<file path="src/rtl/inv_syn_sched.sv">
// Round-robin scheduler and serial engine for the DNA inverse-syndrome weighted sum.
// Build macro INV_SYN_MOD_EN: when defined, the accumulator is kept reduced modulo MOD.
module inv_syn_sched #(
   parameter int N   = 6,
   parameter int R   = 4,
   parameter int MOD = 25,
   localparam int IDW = (R > 1) ? $clog2(R) : 1
) (
   input  logic               clk,
   input  logic               rst_n,
   input  logic [R-1:0]       req_valid,
   input  logic [R*2*N-1:0]   req_word,
   output logic [R-1:0]       req_ready,
   output logic               res_valid,
   input  logic               res_ready,
   output logic [13:0]        res_sum,
   output logic [IDW-1:0]     res_id,
   output logic               busy
);
   localparam int KW = $clog2(N) + 1;
   localparam logic [R-1:0] ONE_R = {{(R-1){1'b0}}, 1'b1};
`ifdef INV_SYN_MOD_EN
   localparam int NSUB = (4*N + MOD - 1) / MOD + 1;
`endif

   typedef enum logic [1:0] {
      S_IDLE = 2'd0,
      S_CALC = 2'd1,
      S_DONE = 2'd2
   } state_t;

   state_t          r_state;
   logic [IDW-1:0]  r_ptr;
   logic [IDW-1:0]  r_id;
   logic [2*N-1:0]  r_word;
   logic [KW-1:0]   r_k;
   logic [13:0]     r_acc;
   logic            r_res_valid;
   logic [13:0]     r_res_sum;
   logic [IDW-1:0]  r_res_id;
   logic            r_busy;

   logic            w_found;
   logic [IDW-1:0]  w_gidx;
   logic [2:0]      w_digit;
   logic [13:0]     w_acc_next;

   // A zero digit stands for weight 4; other digits weigh their own value.
   function automatic logic [2:0] digit_val(input logic [1:0] d);
      logic [2:0] v;
      case (d)
         2'b00:   v = 3'd4;
         2'b01:   v = 3'd1;
         2'b10:   v = 3'd2;
         2'b11:   v = 3'd3;
         default: v = 3'd4;
      endcase
      return v;
   endfunction

   // Round-robin search starting one past the last granted requester.
   always_comb begin
      w_found = 1'b0;
      w_gidx  = '0;
      for (int i = 1; i <= R; i++) begin
         if (!w_found && req_valid[(int'(r_ptr) + i) % R]) begin
            w_found = 1'b1;
            w_gidx  = IDW'((int'(r_ptr) + i) % R);
         end else begin
            w_found = w_found;
         end
      end
   end

   // Grant pulse is only offered while idle.
   always_comb begin
      if (r_state == S_IDLE && w_found) begin
         req_ready = ONE_R << w_gidx;
      end else begin
         req_ready = '0;
      end
   end

   // Next accumulator value, optionally folded back below MOD.
   always_comb begin
      w_digit    = digit_val(r_word[1:0]);
      w_acc_next = r_acc + 14'(w_digit) * 14'(r_k + 1'b1);
`ifdef INV_SYN_MOD_EN
      for (int j = 0; j < NSUB; j++) begin
         if (w_acc_next >= 14'(MOD)) begin
            w_acc_next = w_acc_next - 14'(MOD);
         end else begin
            w_acc_next = w_acc_next;
         end
      end
`endif
   end

   // Control FSM with the shift/accumulate datapath and registered result outputs.
   always_ff @(posedge clk or negedge rst_n) begin
      if (!rst_n) begin
         r_state     <= S_IDLE;
         r_ptr       <= IDW'(R - 1);
         r_id        <= '0;
         r_word      <= '0;
         r_k         <= '0;
         r_acc       <= 14'd0;
         r_res_valid <= 1'b0;
         r_res_sum   <= 14'd0;
         r_res_id    <= '0;
         r_busy      <= 1'b0;
      end else begin
         case (r_state)
            S_IDLE: begin
               if (w_found) begin
                  r_word  <= req_word[int'(w_gidx)*(2*N) +: 2*N];
                  r_id    <= w_gidx;
                  r_ptr   <= w_gidx;
                  r_acc   <= 14'd0;
                  r_k     <= '0;
                  r_busy  <= 1'b1;
                  r_state <= S_CALC;
               end else begin
                  r_state <= S_IDLE;
               end
            end
            S_CALC: begin
               r_acc  <= w_acc_next;
               r_word <= {2'b00, r_word[2*N-1:2]};
               r_k    <= r_k + 1'b1;
               if (r_k == KW'(N - 1)) begin
                  r_res_valid <= 1'b1;
                  r_res_sum   <= w_acc_next;
                  r_res_id    <= r_id;
                  r_state     <= S_DONE;
               end else begin
                  r_state <= S_CALC;
               end
            end
            S_DONE: begin
               if (res_ready) begin
                  r_res_valid <= 1'b0;
                  r_res_sum   <= 14'd0;
                  r_res_id    <= '0;
                  r_busy      <= 1'b0;
                  r_state     <= S_IDLE;
               end else begin
                  r_state <= S_DONE;
               end
            end
            default: begin
               r_res_valid <= 1'b0;
               r_busy      <= 1'b0;
               r_state     <= S_IDLE;
            end
         endcase
      end
   end

   assign res_valid = r_res_valid;
   assign res_sum   = r_res_sum;
   assign res_id    = r_res_id;
   assign busy      = r_busy;

endmodule
</file>
<file path="config.mk">
export PLATFORM = sky130hd
export DESIGN_NAME = inv_syn_sched
export DESIGN_NICKNAME = d
export VERILOG_FILES = /design/src/rtl/inv_syn_sched.sv
export SDC_FILE = /design/constraint.sdc
export NUM_CORES = 1
export LEC_CHECK = 0
export CORE_MARGIN = 8
export CORE_UTILIZATION = 30
export DETAILED_ROUTE_END_ITERATION = 16
export PLACE_DENSITY = 0.59
export SETUP_SLACK_MARGIN = 0.2
export SLEW_MARGIN = 20
export SYNTH_ARGS = -nofsm -noshare
export SYNTH_HDL_FRONTEND = slang
export SYNTH_SLANG_ARGS = --single-unit
export TNS_END_PERCENT = 20
</file>
<file path="constraint.sdc">
create_clock -name clk -period 4.09 [get_ports clk]
set_clock_uncertainty 0.15 [all_clocks]
set_input_delay 0.818 -clock clk [delete_from_list [all_inputs] [get_ports clk]]
set_output_delay 0.818 -clock clk [all_outputs]
set_load 0.02 [all_outputs]
</file>
## After elaboration in Yosys (flattened, before gate mapping)

Index checks and enable logic that the tools add are counted.

- Bits in registers: 54
- Logic and storage cells: 103

- $add $sub $neg: 7
- Multipliers: 2
- Order comparisons: 4
- Eq/ne operators: 9
- Shift operators: 2
- Muxes and demuxes: 43
- Bitwise logic cells: 6
- Reduce and logical (&&, ||, !) cells: 20

Operator list:

| cell | count |
|---|---|
| 14-bit one-hot mux with 2 select lines | 2 |
| 48-bit by 7-bit indexed part select with 12-bit output | 1 |
| 14-bit two-way mux | 3 |
| 12-bit one-hot mux with 2 select lines | 1 |
| 3-bit by 4-bit less-than comparator with 1-bit output (second input constant) | 4 |
| 1-bit two-way mux | 16 |
| 2-bit two-way mux | 8 |
| 14-bit by 8-bit adder with 14-bit output | 1 |
| 12-bit two-way mux | 1 |
| 3-bit one-hot mux with 4 select lines | 1 |
| 3-bit AND reduction | 3 |
| 1-bit binary-select mux with 2-bit select | 4 |
| 3-bit by 5-bit multiplier with 8-bit output | 1 |
| 4-bit two-way mux | 2 |
| 4-bit one-hot mux with 2 select lines | 1 |
| 2-bit OR reduction | 4 |
| 2-bit == test (second input constant) | 3 |
| 2-bit inequality test (second input constant) | 3 |
| 1-bit one-hot mux with 3 select lines | 2 |
| 2-bit one-hot mux with 3 select lines | 1 |
| 4-bit by 1-bit adder with 5-bit output (second input constant) | 1 |
| 2-bit by 1-bit adder with 2-bit output (second input constant) | 2 |
| 2-bit adder (second input constant) | 2 |
| 4-bit by 1-bit adder with 4-bit output (second input constant) | 1 |
| other kinds (12) | 25 |

## Longest topological paths before layout

- Depth in word-level cells: 20
- Depth in mapped cells: 13
- Mapped depth without buffers: 13

## Least setup slack after synthesis

Ideal clock, no wire load.

- Kind: register to register
- From: reg r_k[0]
- To: reg r_res_sum[7], in the netlist res_sum[7]
- Setup time: 122 ps
- Arrival: 3587 ps
- Data required time: 3818 ps
- Path slack: 231 ps
- Stages on the path, launching flop included: 14
- Buffers on the path: 0
- Clock period less this slack: 3859 ps
- Path through: dfrtp_1 ha_1 xor2_1 and2_1 fa_1 inv_1 fa_1 inv_1 ha_1 nor2b_1 o31a_1 o21a_1 or3_1 a32o_1

- Longest elaborated chain between the ends: 5
- Elaborated cells on any way between the ends: 8

Ends and longest elaborated chain:

| item | line | source |
|---|---|---|
| start: declaration | 36 | `logic [KW-1:0] r_k;` |
| start signal: assignment | 130 | `r_k <= r_k + 1'b1;` |
| 4-bit by 1-bit adder with 5-bit output | 87 | `w_acc_next = r_acc + 14'(w_digit) * 14'(r_k + 1'b1);` |
| 3-bit by 5-bit multiplier with 8-bit output | 87 |  |
| 14-bit by 8-bit adder with 14-bit output | 87 |  |
| 14-bit two-way mux | 131 | `if (r_k == KW'(N - 1)) begin` |
| 14-bit one-hot mux with 2 select lines | 113 | `case (r_state)` |
| end signal: assignment | 133 | `r_res_sum <= w_acc_next;` |
| end: declaration | 39 | `logic [13:0] r_res_sum;` |

Parallel ways exist; a longest one is shown, timed or not. The select of a mux whose other input is x is not followed.
A chain may end at the register's enable or synchronous reset.

## Final worst setup path

Same ends and word-level chain as after synthesis.

==> flow_summary_export.csv <==
group,metric,value,unit
min_path,hold_path.startpoint,"res_sum[9]",
detailed_routing,viasPerCell,4.93,
critical_path,reg2reg_from,"r_k[0]",
detailed_routing,antenna_left,0,
logic_synthesis,netlist_area,3410,um^2
logic_synthesis,synth_top_family_by_area,"compound AO/OA/AOI/OAI gates",
logic_synthesis,yosysUniqueCellTypes,49,
logic_synthesis,async_flop_share,1.00,
die,dieArea,15000,um^2
layout,syn_to_final_growth,35.6,%
logic_synthesis,synthTopCellsByCount,"52 x dfrtp_1, 31 x inv_1, 28 x nand2_1",
timing,tns,0,ns
pwr,irDropWorstVdd,0.364,mV
timing,grt_setup_unrepaired,"yes",
clock_network,clk_path_buf_depth,2,
grt,grt_max_degree,33,
timing,worst_pin_slew,0.771,ns
min_path,holdPathStages,2,
die,die_y,123,um
timing,finalHoldViolations,0,
critical_path,rr_worst_depth,13,
critical_path,cp.arrival,3.90,ns
grt,antenna_found_initial,0,
clock_network,cts_tree,"yes",
timing,finalMaxSlewViolations,0,
logic_synthesis,synthFlopType,"dfrtp_1",
critical_path,r2r_end,"res_sum[7]",
grt,grt_pass1_wl,15200,um
grt,grt-ovfl-total,0,
logic_synthesis,syn-num-nets,433,
critical_path,crit_required,4.12,ns
detailed_routing,firstDrtPassIters,4,
pwr,p_leak,2.03,nW
logic_synthesis,synth_cells,356,
clock_network,clkSinkCount,54,
die,initial_core_util,0.302,
logic_synthesis,synth_compound_area_frac,0.217,
layout,num-fill-cells,1099,
critical_path,r2r_slack,0.22,ns
logic_synthesis,synthSimpleGateAreaFrac,0.149,
detailed_routing,route.detailed.drc,0,
timing,max_freq,259,MHz
min_path,min_path_type,"flip-flop to flip-flop",
layout,drive_gt1_frac,0.128,
logic_synthesis,synth_edf_count,0,
critical_path,slowest_stage,"fa_1",
critical_path,path_buf_inv,2,
placement,io_buffers,76,
min_path,holdPathEnd,"res_sum[9]",
critical_path,crit_family,"adder cells",
timing,slew_headroom,0.486,
detailed_routing,vias,2865,
clock_network,cts_buffers,5,
critical_path,critPathCaptureType,"flip-flop",
detailed_routing,wire_per_inst,15.8,um
layout,nNetsFinal,514,
logic_synthesis,synth_mux_area_frac,0.0440,
placement,place_ws,0.113,ns
logic_synthesis,synth_top_area_share,0.382,
clock_network,clkSlewWorstSetupHoldPaths,0.07,ns
clock_network,hold_buffers,0,
run,maxCapViolCount,0,
critical_path,cpPeakStageDelay,0.52,ns
timing,setup-violations-final,0,
logic_synthesis,synth.area.top_cells,"dfrtp_1 38%, fa_1 5.3%, ha_1 4.8%, mux2i_1 4.4%, a22o_1 4.4%",
logic_synthesis,yosys.area_share.adder,0.101,
layout,insertedDiodeCount,0,
critical_path,worst-path-max-fanout,7,
placement,place_hpwl,6880,um
clock_network,insertion_delay,0.29,ns
detailed_routing,drtIter0Drc,90,
die,die_w,123,um
pwr,p_per_area,766,nW/um^2
die,rows,39,
grt,grt_pass1_vias,3110,
logic_synthesis,yosysWarnings,0,
critical_path,criticalPathCategory,"flip-flop to flip-flop",
logic_synthesis,synth_area_per_cell,9.58,um^2
detailed_routing,routed_wl,9170,um
clock_network,htree_levels,2,
clock_network,cts_root_buf,"clkbuf_16",
logic_synthesis,synth-seq-cells,54,
layout,fin_util,0.410,
layout,seq_area,1360,um^2
die,io_pins,77,
critical_path,path_cells,"ha_4 > xor2_4 > and2_4 > fa_1 > inv_1 > fa_1 > inv_1 > ha_4 > o21a_1 > o31a_1 > o21a_1 > or3_1 > a32o_1",
critical_path,startpoint_type,"flip-flop",
timing,fin_crit_sh,0.945,
logic_synthesis,yosysMostFrequentCell,"dfrtp_1",
grt,grt_usage,0.126,
logic_synthesis,synth_top_area_cell,"dfrtp_1",
logic_synthesis,ys_seq_area_frac,0.397,
layout,multi_input_area,1940,um^2
timing,fin_ws,0.224,ns
placement,gp_congestion,0.801,
status,status,"complete, no violations",
timing,period_needed,3.87,ns
die,coreArea,11300,um^2
logic_synthesis,synthXorXnorAreaFrac,0.0283,
-- metrics by stage --
stage	cells	hold WS (ns)	area, um^2	total power [mW]
global placement	570	0.313	4340	2.85
detailed placement	570	0.325	4340	2.91
CTS	581	0.341	4540	3.40
finish	581	0.333	4620	3.54
global route	581	0.354	4620	3.86
floorplan	356	0.296	3410	2.29
-- worst max-delay path by stage --
stage	slack (ns)	depth (start not counted)	start	endpoint
6_report	0.22	13	r_k[0]	res_sum[7]
2_1_floorplan	0.23	13	r_k[0]	res_sum[7]
3_5_place_dp	0.11	13	r_k[0]	r_acc[7]
5_1_grt	0.13	13	r_k[0]	res_sum[7]
4_1_cts	0.19	13	r_k[0]	res_sum[7]
3_3_place_gp	0.19	13	r_k[0]	res_sum[7]
-- per-layer routing --
layer / wire length (um) / track usage / vias up
li1: - / - / 1423
met1: 4230 / 0.157 / 1348
met2: 4100 / 0.201 / 87
met3: 769 / 0.0511 / 7
met4: 79 / 0.0297 / 0
met5: 0 / 0 / -
-- placed cells by master (no fill, tap or decap), drive strengths merged, types with 7 or more instances in the layout --
cell,instances
a22o,17
mux2i,15
nand2,28
fa,9
o211ai,12
nor3,8
a21o,9
clkdlybuf4s50,74
nor2b,7
a21oi,9
nand3,16
nor2,19
xnor2,7
dfrtp,52
buf,17
inv,31
o21ai,23
ha,13
a31oi,10
-- worst reg2reg max path: cells and delay by family, from the launching register on --
family	cells	cell delay (ns)
adders and majority gates	4	1.49
AOI/OAI and AO/OA	4	0.76
and+or+nand+nor	2	0.58
DFF	1	0.48
xor gates and xnor gates	1	0.16
buffers and inverters	2	0.12
-- cell families (layout without fill, tap and decap cells) --
group	count (synthesis)	in the layout
xor gates and xnor gates	11	11
adders and majority gates	22	22
AOI/OAI and AO/OA	105	105
DFF	54	54
and+or+nand+nor	100	100
buffers and inverters	49	131
muxes	15	15
-- report_power, final --
part	internal, mW	switching [mW]	total, mW
logic	1.02	1.15	2.17
registers	0.755	0.177	0.932
clock network	0.243	0.194	0.437
total	2.02	1.52	3.54
-- timing repair --
action,4_1_cts,5_1_grt
pin swaps,3,11
setup endpoints to repair,4,15
gates cloned,0,0
buffers inserted,3,0
resized for setup,4,21
endpoints found under the hold margin,0,0
-- final cells by class --
cell class / count / share of cell area
timing repair buffer: 92 / 0.190
clock buffer: 6 / 0.0300
clock inverter: 2 / 0.00271
inverter: 31 / 0.0252
tap: 143 / 0.0387
sequential: 54 / 0.294
multi-input combinational: 253 / 0.419
-- state kept, by name, summed over array words and instances, names as in the netlist, 2 cells and up --
name and count:
r_acc 14, res_id 2, r_state 2, r_word 12, r_id 2, r_k 4, r_ptr 2, res_sum 14
No activity file was read; power rests on OpenSTA's default activity.
